## src/rtl/fir_sweep_pkg.sv

```systemverilog
// Package: fir_sweep_pkg
// Shared definitions for the frequency-sweep controller and its peak-to-peak
// tracker: the sweep state encoding, default widths, and helpers that give
// the signed extremes of a FILTERED_WIDTH-wide two's complement value.
package fir_sweep_pkg;

  typedef enum logic [2:0] {
    IDLE    = 3'd0,
    SETTLE  = 3'd1,
    MEASURE = 3'd2,
    REPORT  = 3'd3,
    DONE    = 3'd4
  } sweep_state_t;

  localparam int DEFAULT_PHASE_STEP_WIDTH = 32;
  localparam int DEFAULT_FILTERED_WIDTH   = 32;
  localparam int DEFAULT_COUNT_WIDTH      = 16;

  // Bit patterns of the most positive / most negative value of a signed
  // number 'width' bits wide (width <= 64); callers truncate to width.
  function automatic logic [63:0] signed_max(input int width);
    return (64'd1 << (width - 1)) - 64'd1;
  endfunction

  function automatic logic [63:0] signed_min(input int width);
    return 64'd1 << (width - 1);
  endfunction

endpackage

```

## src/rtl/fir_sweep_controller_peak_to_peak_tracker.sv

```systemverilog
// Module: peak_to_peak_tracker
// Tracks the signed maximum and minimum of a sample stream and presents the
// peak-to-peak amplitude, including the sample offered in the current cycle,
// so the owner can capture a complete result on the edge of the last sample.
// Ports:
//   clock, reset_n   single clock, synchronous active-low reset
//   clear            re-arm: max <= most negative, min <= most positive
//   sample           signed two's complement sample
//   sample_valid     sample participates in max/min this cycle
//   amplitude        max-min (unsigned, WIDTH+1 bits, never overflows)
module peak_to_peak_tracker
  import fir_sweep_pkg::*;
#(
  parameter int WIDTH = DEFAULT_FILTERED_WIDTH
) (
  input  logic             clock,
  input  logic             reset_n,
  input  logic             clear,
  input  logic [WIDTH-1:0] sample,
  input  logic             sample_valid,
  output logic [WIDTH:0]   amplitude
);

  localparam logic [WIDTH-1:0] MOST_POS = WIDTH'(signed_max(WIDTH));
  localparam logic [WIDTH-1:0] MOST_NEG = WIDTH'(signed_min(WIDTH));

  logic signed [WIDTH-1:0] max_reg, min_reg;
  logic signed [WIDTH-1:0] max_next, min_next;

  always_comb begin
    max_next = max_reg;
    min_next = min_reg;
    if (sample_valid) begin
      if ($signed(sample) > max_reg) max_next = $signed(sample);
      if ($signed(sample) < min_reg) min_next = $signed(sample);
    end
  end

  // Sign-extend both extremes by one bit; the difference then fits unsigned.
  assign amplitude = {max_next[WIDTH-1], max_next} - {min_next[WIDTH-1], min_next};

  always_ff @(posedge clock) begin
    if (!reset_n || clear) begin
      max_reg <= MOST_NEG;
      min_reg <= MOST_POS;
    end else begin
      max_reg <= max_next;
      min_reg <= min_next;
    end
  end

endmodule

```

## src/rtl/fir_sweep_controller.sv

```systemverilog
// Module: fir_sweep_controller
// Frequency-sweep sequencer for a sine generator -> FIR filter chain. Steps
// the generator phase_step across a programmed range; per step it discards
// settle_samples filter outputs, measures the peak-to-peak amplitude over
// measure_samples outputs and reports {phase_step, amplitude} on a
// valid/ready stream.
// Ports:
//   clock, reset_n                      single clock, synchronous active-low reset
//   start, abort                        sweep control pulses (abort wins)
//   start_phase_step, phase_increment,
//   number_of_steps, settle_samples,
//   measure_samples                     sweep configuration, latched on start
//   phase_step, generator_enable        generator control
//   filtered_data, filtered_data_valid  filter output stream
//   result_phase_step, result_amplitude,
//   result_valid, result_ready          result stream
//   busy, done                          status (done = 1-cycle completion pulse)
module fir_sweep_controller
  import fir_sweep_pkg::*;
#(
  parameter int PHASE_STEP_WIDTH = DEFAULT_PHASE_STEP_WIDTH,
  parameter int FILTERED_WIDTH   = DEFAULT_FILTERED_WIDTH,
  parameter int COUNT_WIDTH      = DEFAULT_COUNT_WIDTH
) (
  input  logic                        clock,
  input  logic                        reset_n,
  input  logic                        start,
  input  logic                        abort,
  input  logic [PHASE_STEP_WIDTH-1:0] start_phase_step,
  input  logic [PHASE_STEP_WIDTH-1:0] phase_increment,
  input  logic [COUNT_WIDTH-1:0]      number_of_steps,
  input  logic [COUNT_WIDTH-1:0]      settle_samples,
  input  logic [COUNT_WIDTH-1:0]      measure_samples,
  output logic [PHASE_STEP_WIDTH-1:0] phase_step,
  output logic                        generator_enable,
  input  logic [FILTERED_WIDTH-1:0]   filtered_data,
  input  logic                        filtered_data_valid,
  output logic [PHASE_STEP_WIDTH-1:0] result_phase_step,
  output logic [FILTERED_WIDTH:0]     result_amplitude,
  output logic                        result_valid,
  input  logic                        result_ready,
  output logic                        busy,
  output logic                        done
);

  localparam logic [COUNT_WIDTH-1:0] CNT_ONE = COUNT_WIDTH'(1);

  sweep_state_t state, state_next;

  logic [PHASE_STEP_WIDTH-1:0] increment_cfg;
  logic [COUNT_WIDTH-1:0]      steps_cfg, settle_cfg, measure_cfg;
  logic [COUNT_WIDTH-1:0]      step_cnt, settle_cnt, measure_cnt;
  logic [COUNT_WIDTH-1:0]      measure_target;
  logic                        settle_last, measure_last, last_step;
  logic                        start_accept, handshake;
  logic                        busy_next, generator_enable_next, done_next, result_valid_next;
  logic [FILTERED_WIDTH:0]     tracker_amplitude;

  // A zero measure length still measures one sample.
  assign measure_target = (measure_cfg == '0) ? CNT_ONE : measure_cfg;
  assign settle_last    = (settle_cfg == '0) ||
                          (filtered_data_valid && (settle_cnt == settle_cfg - CNT_ONE));
  assign measure_last   = filtered_data_valid && (measure_cnt == measure_target - CNT_ONE);
  assign last_step      = (step_cnt + CNT_ONE) == steps_cfg;
  assign start_accept   = (state == IDLE) && start && !abort;
  assign handshake      = (state == REPORT) && result_ready && !abort;

  // State register
  always_ff @(posedge clock) begin
    if (!reset_n) state <= IDLE;
    else          state <= state_next;
  end

  // Next-state logic
  always_comb begin
    state_next = state;
    case (state)
      IDLE:    if (start) state_next = (number_of_steps == '0) ? DONE : SETTLE;
      SETTLE:  if (settle_last) state_next = MEASURE;
      MEASURE: if (measure_last) state_next = REPORT;
      REPORT:  if (result_ready) state_next = last_step ? DONE : SETTLE;
      DONE:    state_next = IDLE;
      default: state_next = IDLE;
    endcase
    if (abort) state_next = IDLE;
  end

  // Output decode from the upcoming state so status outputs can be registered
  // and still line up with the state they describe.
  always_comb begin
    busy_next             = (state_next != IDLE);
    generator_enable_next = (state_next == SETTLE) || (state_next == MEASURE) ||
                            (state_next == REPORT);
    done_next             = (state_next == DONE);
    result_valid_next     = (state_next == REPORT);
  end

  peak_to_peak_tracker #(
    .WIDTH (FILTERED_WIDTH)
  ) u_tracker (
    .clock        (clock),
    .reset_n      (reset_n),
    .clear        ((state == SETTLE) && (state_next == MEASURE)),
    .sample       (filtered_data),
    .sample_valid ((state == MEASURE) && filtered_data_valid),
    .amplitude    (tracker_amplitude)
  );

  always_ff @(posedge clock) begin
    if (!reset_n) begin
      busy              <= 1'b0;
      generator_enable  <= 1'b0;
      done              <= 1'b0;
      result_valid      <= 1'b0;
      result_phase_step <= '0;
      result_amplitude  <= '0;
      phase_step        <= '0;
      increment_cfg     <= '0;
      steps_cfg         <= '0;
      settle_cfg        <= '0;
      measure_cfg       <= '0;
      step_cnt          <= '0;
      settle_cnt        <= '0;
      measure_cnt       <= '0;
    end else begin
      busy             <= busy_next;
      generator_enable <= generator_enable_next;
      done             <= done_next;
      result_valid     <= result_valid_next;

      if (start_accept) begin
        phase_step    <= start_phase_step;
        increment_cfg <= phase_increment;
        steps_cfg     <= number_of_steps;
        settle_cfg    <= settle_samples;
        measure_cfg   <= measure_samples;
        step_cnt      <= '0;
      end

      // Sample counters only advance on valid samples and rest at zero
      // outside their own state, so every step starts from a clean count.
      if (state == SETTLE) begin
        if (filtered_data_valid) settle_cnt <= settle_cnt + CNT_ONE;
      end else begin
        settle_cnt <= '0;
      end

      if (state == MEASURE) begin
        if (filtered_data_valid) measure_cnt <= measure_cnt + CNT_ONE;
      end else begin
        measure_cnt <= '0;
      end

      // Capture on the last measured sample; the tracker amplitude already
      // includes it.
      if ((state == MEASURE) && (state_next == REPORT)) begin
        result_phase_step <= phase_step;
        result_amplitude  <= tracker_amplitude;
      end

      if (handshake) begin
        step_cnt <= step_cnt + CNT_ONE;
        if (!last_step) phase_step <= phase_step + increment_cfg;
      end
    end
  end

endmodule

```

## config.mk

```make
export PLATFORM = sky130hd
export DESIGN_NAME = fir_sweep_controller
export DESIGN_NICKNAME = d
export VERILOG_FILES = /design/src/rtl/fir_sweep_pkg.sv /design/src/rtl/fir_sweep_controller_peak_to_peak_tracker.sv /design/src/rtl/fir_sweep_controller.sv
export SDC_FILE = /design/constraint.sdc
export NUM_CORES = 1
export LEC_CHECK = 0
export ABC_AREA = 1
export CORE_ASPECT_RATIO = 1.1
export CORE_MARGIN = 8
export CORE_UTILIZATION = 54
export CTS_CLUSTER_SIZE = 40
export DETAILED_ROUTE_END_ITERATION = 10
export PLACE_DENSITY = 0.79
export SYNTH_ARGS = -nofsm -noshare
export SYNTH_HDL_FRONTEND = slang
export SYNTH_SLANG_ARGS = --single-unit
```

## constraint.sdc

```tcl
create_clock -name clock -period 6.8 [get_ports clock]
set_input_delay 1.7 -clock clock [delete_from_list [all_inputs] [get_ports clock]]
set_output_delay 1.7 -clock clock [all_outputs]
set_load 0.01 [all_outputs]
```

==> results.md <==
- I/O pin count: 251
- Synthesized instance count: 2,913
- Power density cells: 187.7 mW/mm^2
- Die Y-Extent: 212.2 um
- Port Buffers: 250
- Synthesis-stage register bit count: 296
- Critical path capture point type: register
- Synth cell types: 44
- Clock skew: 0.01208 ns
- Sequential share of the synthesized area: 31.34%
- Synth Flop Type: dfxtp_1
- Slew Limit Fails: 0
- Share of layout cells above drive strength 1: 3.971%
- Slew @ Worst Pin: 1.045 ns
- # clock sinks: 296
- WL final: 57.26 mm
- First-pass GRT wire length: 91.83 mm
- Post-layout util: 65.53%
- Seq pwr share: 42.4%
- Syn Std Cell Area: 0.01891 sq mm
- # H-tree levels: 2
- Pre-CTS setup slack: -0.02513 ns
- CP Data Required Time: 7.22 ns
- Sw Share: 26.60%
- Maximum clock frequency: 0.1578 GHz
- Core box area: 0.03486 sq mm
- Clk pwr share: 43.7%
- DR vias: 19,410
- Comb power frac: 13.9%
- Initial core utilization: 54.23%
- Initial antenna violation count: 4
- Core Rows: 72
- Final Setup Violations: 0
- Max_cap viols: 0
- Worst Setup Start Kind: input pin
- HP Class: register to register
- Drt pass-1 iters: 7
- Commonest non-fill, non-tap cell in the layout: nand2_1
- CP max FO: 41
- GRT Util Overall: 26.74%
- Outcome: finished, final reports clean
- # hold bufs at CTS: 0
- Pleak: 10.53 nW
- Pint: 3.148 mW
- Post-synth EDFFs: 0
- Layout Cells excl Fill: 3,594
- Die Wd: 194.4 um
- Die area: 0.04126 sq mm
- Avg Vias per Cell: 5.402
- Routed len/inst: 15.93 um
- Placer Congestion: 0.9500
- Area Overhead vs Synth: 20.83%
- Post-DP HPWL: 43.19 mm
- Post-route minimum period: 6.335 ns
- Switching pwr: 1.141 mW
- Initial DRC Count: 1,227
- Overflow left after global routing: 0
- Max-slew headroom: 30.23%
- Synthesized area per cell: 6.490 sq um
- TritonCTS buffer count: 35
- CTS Buffer Depth: 3
- Clk Latency, worst-skew pair: 0.52 ns
- Syn_nets: 3,196
- Number of flip-flops under the largest register name: 33
- Final total power: 4.289 mW
- Type of the worst setup path: input pin to register
- Final nets: 3,407
- Largest net degree at the start of global routing: 107
- Synth async-reset ratio: 0%
- Fillers: 3,142
- RSZ-0062 raised after global routing: no
- Placed instance count: 3,531
- Vias in the first global route: 18,830
- Most frequent cells in the layout: 663 x nand2_1, 429 x inv_1, 341 x nor2_1
- Syn. warnings: 0
- Fin crit share: 93.17%
- CTS tree: yes
- Post-route setup slack: 0.4645 ns
- Clock Root Buffer: clkbuf_16
- Worst EP arrival: 6.75 ns
- Maximum vdd ir drop: 0.1643 mV
- Biggest register: result_amplitude
- DRC: 0
- Clk pin slew, worst setup/hold paths: 0.06 ns
- Routed Antenna Nets: 0
- Final hold violations: 0
worst paths after layout:
path	startpoint	end	slack [ns]	cells after the start
worst max-delay path	filtered_data[3]	result_amplitude[25]	0.46	26
worst min register to register	steps_cfg[4]	steps_cfg[4]	0.48	2
worst min-delay path	steps_cfg[4]	steps_cfg[4]	0.48	2
worst max register to register	u_tracker.max_reg[14]	result_amplitude[25]	1.83	26
synth_stat cells, types with 29 or more instances:
cell type	count	area share (%)
xor2_1	46	2.1
nand2_1	663	13
clkbuf_1	54	1.1
nor3_1	34	0.90
xnor2_1	29	1.3
nor2_1	342	6.8
nand3_1	106	2.8
a21oi_1	215	5.7
nand4_1	93	3.1
ha_1	131	8.7
inv_1	429	8.5
o21ai_0	259	6.9
dfxtp_1	296	31
worst max-delay path, cell delays in order:
cell and delay (ns):
clkdlybuf4s50_1 0.51, ha_1 0.37, nand2_1 0.06, o21ai_0 0.28, nand2_1 0.10, a31oi_1 0.27, o21ai_0 0.13, nand3_1 0.10
xnor2_1 0.14, nand2_1 0.13, buf_12 0.20, buf_4 0.22, o21ai_0 0.32, inv_1 0.09, ha_1 0.38, nand2_1 0.11
nor2_1 0.19, nand2_1 0.16, nor4_1 0.22, o21ai_0 0.26, nand3_1 0.23, a21oi_1 0.12, xor2_1 0.17, nand4_1 0.11
nand2_1 0.11, nor2_1 0.05
per-layer routing:
layer  global-route usage (%)  wire length, um  vias up
li1                         -                -     9794
met1                    32.48            24560     8818
met2                    46.57            26830      652
met3                    4.306             3560      146
met4                    11.54             2292        4
met5                        0               23        -
power by group through the flow:
stage | Sequential [mW] | Combinational, mW | Clock, mW
final | 1.82 | 0.594 | 1.87
after global routing | 1.82 | 0.662 | 1.98
after CTS | 1.82 | 0.590 | 1.90
after detailed placement | 1.86 | 0.585 | 0
after global placement | 1.86 | 0.574 | 0
after floorplan | 1.85 | 0.366 | 0
through the flow:
step / hold WS (ns) / TNS [ns] / instance area (sq um)
4_1_cts: 0.4784 / 0 / 22840
3_3_place_gp: 0.4589 / 0 / 21700
5_1_grt: 0.4994 / 0 / 22840
6_report: 0.4777 / 0 / 22840
3_5_place_dp: 0.4688 / -0.02753 / 21700
2_1_floorplan: 0.4415 / 0 / 18910
area by class of cell:
| class | instances | area (sq um) | area share [%] |
|---|---|---|---|
| diodes | 2 | 5.005 | 0.02191 |
| well taps | 444 | 555.5 | 2.432 |
| clock buffers | 52 | 1062 | 4.650 |
| repair buffers | 276 | 2720 | 11.91 |
| clock inverters | 9 | 77.57 | 0.3396 |
| multi-input cells | 2044 | 10730 | 46.96 |
| flip-flops and latches | 296 | 5926 | 25.94 |
| inverters | 471 | 1770 | 7.750 |
what timing repair did:
action                     4_1_cts  5_1_grt
gates resized for setup          0        1
setup buffers                    0        0
setup endpoints to repair        0        2
kinds of logic (layout without fill, tap and decap cells):
kind of cell	after synthesis	after routing	share of synthesized area, %
buf+inv	573	808	12.07
xor+xnor	77	77	3.719
other cells	0	2	0
fa+ha+maj	133	133	8.882
flops	296	296	31.34
simple gates	1289	1289	28.64
compound gates	545	545	15.34
Note: power is estimated with default switching activity, not from simulation.
